==> src/rtl/ntt_bridge_arbiter.sv <==
// ntt_bridge_arbiter
//   Round-robin arbiter that merges N_REQ coefficient streams onto the single
//   bus-side write port of the NTT bridge. A grant covers one burst, which ends
//   on req_last, after BURST_LEN beats, or after TIMEOUT idle cycles (abort).
//   The data path from the granted requester to the output is combinational.
//
// Ports
//   clk_bus      in   sole clock, posedge
//   rst          in   synchronous active-high reset
//   req_valid    in   [N_REQ]        per-requester word valid
//   req_data     in   [N_REQ*WIDTH]  packed words, requester i at [i*WIDTH +: WIDTH]
//   req_last     in   [N_REQ]        final word of a requester's burst
//   req_ready    out  [N_REQ]        per-requester accept
//   out_valid    out  word valid toward the bridge
//   out_data     out  [WIDTH] forwarded word
//   out_src      out  [SRC_W] index of the granted requester
//   out_ready    in   bridge not full
//   busy         out  high while a burst is open
//   abort_pulse  out  one-cycle pulse when a burst times out
module ntt_bridge_arbiter #(
  parameter int N_REQ     = 4,
  parameter int WIDTH     = 16,
  parameter int BURST_LEN = 8,
  parameter int TIMEOUT   = 32
) (
  input  logic                     clk_bus,
  input  logic                     rst,
  input  logic [N_REQ-1:0]         req_valid,
  input  logic [N_REQ*WIDTH-1:0]   req_data,
  input  logic [N_REQ-1:0]         req_last,
  output logic [N_REQ-1:0]         req_ready,
  output logic                     out_valid,
  output logic [WIDTH-1:0]         out_data,
  output logic [((N_REQ > 1) ? $clog2(N_REQ) : 1)-1:0] out_src,
  input  logic                     out_ready,
  output logic                     busy,
  output logic                     abort_pulse
);

  localparam int SRC_W = (N_REQ > 1) ? $clog2(N_REQ) : 1;
  localparam int CNT_W = $clog2(BURST_LEN + 1);
  localparam int TO_W  = (TIMEOUT > 1) ? $clog2(TIMEOUT) : 1;

  typedef enum logic {IDLE, BURST} state_t;

  state_t             state_q, state_d;
  logic [SRC_W-1:0]   grant_q, grant_d;
  logic [SRC_W-1:0]   last_grant_q, last_grant_d;
  logic [CNT_W-1:0]   beat_cnt_q, beat_cnt_d;
  logic [TO_W-1:0]    idle_cnt_q, idle_cnt_d;
  logic               abort_q, abort_d;

  logic               found;
  logic [SRC_W-1:0]   sel;
  int                 scan_idx;
  logic               cur_valid;
  logic               cur_last;
  logic               beat;
  logic               in_burst;

  // Round-robin search: first valid requester after last_grant, wrapping.
  always_comb begin
    found    = 1'b0;
    sel      = '0;
    scan_idx = 0;
    for (int k = 1; k <= N_REQ; k++) begin
      scan_idx = (int'(last_grant_q) + k) % N_REQ;
      if (!found && req_valid[SRC_W'(scan_idx)]) begin
        found = 1'b1;
        sel   = SRC_W'(scan_idx);
      end
    end
  end

  // Next-state logic
  always_comb begin
    state_d      = state_q;
    grant_d      = grant_q;
    last_grant_d = last_grant_q;
    beat_cnt_d   = beat_cnt_q;
    idle_cnt_d   = idle_cnt_q;
    abort_d      = 1'b0;
    cur_valid    = req_valid[grant_q];
    cur_last     = req_last[grant_q];
    beat         = (state_q == BURST) && cur_valid && out_ready;

    case (state_q)
      IDLE: begin
        if (found) begin
          state_d      = BURST;
          grant_d      = sel;
          last_grant_d = sel;
          beat_cnt_d   = '0;
          idle_cnt_d   = '0;
        end
      end
      BURST: begin
        if (beat) begin
          idle_cnt_d = '0;
          // req_last and the length limit share one exit path.
          if (cur_last || (beat_cnt_q == CNT_W'(BURST_LEN - 1))) begin
            state_d    = IDLE;
            beat_cnt_d = '0;
          end else begin
            beat_cnt_d = beat_cnt_q + 1'b1;
          end
        end else if (cur_valid) begin
          // Backpressure is not idleness.
          idle_cnt_d = '0;
        end else if (idle_cnt_q == TO_W'(TIMEOUT - 1)) begin
          state_d    = IDLE;
          idle_cnt_d = '0;
          beat_cnt_d = '0;
          abort_d    = 1'b1;
        end else begin
          idle_cnt_d = idle_cnt_q + 1'b1;
        end
      end
      default: state_d = IDLE;
    endcase
  end

  always_ff @(posedge clk_bus) begin
    if (rst) begin
      state_q      <= IDLE;
      grant_q      <= '0;
      last_grant_q <= SRC_W'(N_REQ - 1);
      beat_cnt_q   <= '0;
      idle_cnt_q   <= '0;
      abort_q      <= 1'b0;
    end else begin
      state_q      <= state_d;
      grant_q      <= grant_d;
      last_grant_q <= last_grant_d;
      beat_cnt_q   <= beat_cnt_d;
      idle_cnt_q   <= idle_cnt_d;
      abort_q      <= abort_d;
    end
  end

  // Outputs are forced low while rst is high, even before the reset edge.
  always_comb begin
    in_burst    = (state_q == BURST) && !rst;
    busy        = in_burst;
    out_valid   = in_burst && req_valid[grant_q];
    out_data    = in_burst ? req_data[int'(grant_q)*WIDTH +: WIDTH] : '0;
    out_src     = in_burst ? grant_q : '0;
    req_ready   = '0;
    if (in_burst) req_ready[grant_q] = out_ready;
    abort_pulse = abort_q && !rst;
  end

endmodule

==> config.mk <==
export PLATFORM = sky130hd
export DESIGN_NAME = ntt_bridge_arbiter
export DESIGN_NICKNAME = d
export VERILOG_FILES = /design/src/rtl/ntt_bridge_arbiter.sv
export SDC_FILE = /design/constraint.sdc
export NUM_CORES = 1
export LEC_CHECK = 0
export BUFFER_PORTS_ARGS = -buffer_cell sky130_fd_sc_hd__buf_2
export CAP_MARGIN = 0
export CORE_MARGIN = 2
export CORE_UTILIZATION = 45
export DETAILED_ROUTE_END_ITERATION = 6
export GPL_ROUTABILITY_DRIVEN = 1
export PLACE_DENSITY = 0.83
export SLEW_MARGIN = 10
export SYNTH_ARGS = -nofsm -noshare
export SYNTH_HDL_FRONTEND = slang
export SYNTH_SLANG_ARGS = --single-unit
==> constraint.sdc <==
create_clock -name clk_bus -period 3.1 [get_ports clk_bus]
set_input_delay 0.93 -clock clk_bus [delete_from_list [all_inputs] [get_ports clk_bus]]
set_output_delay 0.93 -clock clk_bus [all_outputs]
set_load 0.05 [all_outputs]
==> out/results.txt <==
area share of the largest cell type after synthesis: 26.0%
final period utilization: 90.8%
gr usage total: 23.5%
R2R cell count: 7
Worst Hold End: idle_cnt_q[3]$_SDFFE_PP0P_
syn_nets: 231
Final ANT Viol Nets: 0
Seq/Total Area, Yosys: 20.4%
Post-synth ARST share: 0%
Die H: 61.3 um
vias per cell: 5.63
status: finished, final reports clean
Post-CTS Hold Buffers: 0
Area Overhead vs Synth: 38.4%
initial antenna violation count: 0
via count: 1656
FF-to-FF End: beat_cnt_q[0]$_SDFFE_PP0P_
Bufs on Longest Clock Path: 2
io pins: 100
Hold Path Stages: 1
leakage power: 1.03 nW
RSZ-0062 raised after global routing: no
CP max FO: 1
Root Buffer: clkbuf_4
Slew Viols, Final: 0
Initial Util: 47.9%
Port Buffers: 99
synthesized flop and latch total: 15
largest area contributor in the netlist: mux4_2
Routed WL: 4.31 mm
total gr overflow: 0
Die ar.: 3750 um^2
most common cell in the netlist: and3_1
fmax: 355 MHz
pre-CTS WS: 0.291 ns
post-cts sizing count: 0
Detailed Place HPWL: 3.49 mm
nature of the critical path endpoint: output port
first-pass detailed-route iteration total: 4
Rel. slew slack: 62.4%
Arrival @ worst endpoint: 1.89 ns
ant diodes: 0
row count: 20
Max VDD drop: 0.000255 V
htree depth: 1
final worst slack: 0.285 ns
r2r setup slk: 0.82 ns
Tot Pwr: 0.000672 W
non-filler cells, final: 294
EDFF count, synth: 0
hold crit path type: register to register
Syn Inst Count: 153
layout cells sized above 1: 54.0%
DR DRC count: 0
Die X-Extent: 61.3 um
largest cells by area after synthesis: mux4_2, dfxtp_1, and3_1
Setup crit start kind: input pin
Synth cell types: 41
Syn Area/Cell: 9.64 um^2
global placer's final weighted congestion: 0.816
Mapped Area: 1480 um^2
crit path time final: 2.82 ns
Max Cap Violations: 0
most common library cells after synthesis: and3_1, mux4_2, dfxtp_1, nor2_1, nand2_1
Top FF cell, synth: dfxtp_1
power per cell area: 329 nW/um^2
Sink Count: 15
Setup Skew: 0.00271 ns
fin nets: 329
post-CTS setup buffers: 0
worst-skew pair later-pin latency: 0.29 ns
Placed Instances: 290
largest net degree at the start of global routing: 24
vias in the first global route: 1520
final setup fails: 0
worst flop-to-flop path startpoint: idle_cnt_q[0]$_SDFFE_PP0P_
hold path start: idle_cnt_q[3]$_SDFFE_PP0P_
CTS buffer count: 3
CTS tree: built
CTS clk-pin slew, worst paths: 0.09 ns
WL/cell: 14.6 um
Iteration-0 DRC Markers: 100
global-route wire length before repair: 6.64 mm
Crit Path Class: input pin to output port
worst-margin pin slew: 0.557 ns
Floorplan Core Area: 3080 um^2
Critical Path RT: 2.17 ns
yosys warns: 0
Fin. Hold Viols: 0
## worst max path at each step
| stage | cells past startpoint | from | slack [ns] | end |
|---|---|---|---|---|
| 4_1_cts | 4 | grant_q[1]$_SDFFE_PP0P_ | 0.28 | out_data[0] |
| 2_1_floorplan | 5 | rst | -0.12 | req_ready[2] |
| 5_1_grt | 7 | rst | 0.17 | req_ready[3] |
| 6_report | 4 | req_data[43] | 0.28 | out_data[11] |
| 3_3_place_gp | 4 | req_data[57] | 0.30 | out_data[9] |
| 3_5_place_dp | 4 | req_data[43] | 0.29 | out_data[11] |
## final cells by class
cell class	count	area, um^2
multi-input combinational	120	1090
inverter	5	18.8
sequential	15	300
clock buffer	4	26.3
tap	44	55.1
timing repair buffer	106	548
fill	279	1040
## through the flow
step	hold slack, ns	TNS (ns)	utilization [%]	instance area [um^2]
after floorplan	0.443	-0.334	-	1480
after global placement	0.470	0	65.5	2020
after detailed placement	0.476	0	65.5	2020
after CTS	0.488	0	66.3	2040
after global routing	0.501	0	66.3	2040
final	0.495	0	66.3	2040
## cell families after synthesis
group                    after synthesis  synth area share (%)
XOR/XNOR                               1                 0.594
AND/OR/NAND/NOR                       67                  25.8
flip-flops                            15                  20.4
AO/OA/AOI/OAI                         26                  14.4
adder cells (fa/ha/maj)                3                  2.54
multiplexers                          23                  30.8
buffers and inverters                 18                  5.51
## critical path: stages
cell and delay, ns:
buf_2 0.10, mux4_2 0.45, and3_1 0.19, buf_2 0.21
## placed cells by master (no fill, tap or decap), types with 4 or more instances in the layout
cell type,count
a21oi_1,7
and3_1,19
buf_2,99
buf_4,7
dfxtp_1,15
inv_1,5
mux4_2,17
nand2_1,9
nand2b_1,6
nor2_1,10
nor3_1,5
nor4_1,4
## layer usage
| metal | wire length (um) | share of wire, % | global-route usage (%) |
|---|---|---|---|
| met1 | 1870 | 43 | 28.9 |
| met2 | 2110 | 49 | 42.1 |
| met3 | 271 | 6.3 | 4.20 |
| met4 | 56 | 1.3 | 6.83 |
| met5 | 0 | 0 | 0 |
## state kept, by name, summed over array words and instances (netlist names)
name and count:
grant_q 2, state_q 1, idle_cnt_q 5, abort_q 1
last_grant_q 2, beat_cnt_q 4
## where the power goes
group / switching (W) / internal [W] / leakage (nW) / total (W)
Clock: 0.0000668 / 0.0000501 / 0.0150 / 0.000117
Sequential: 0.0000135 / 0.000203 / 0.122 / 0.000216
Combinational: 0.000180 / 0.000159 / 0.889 / 0.000339
Total: 0.000260 / 0.000412 / 1.03 / 0.000672
No activity file was read; power rests on OpenSTA's default activity.
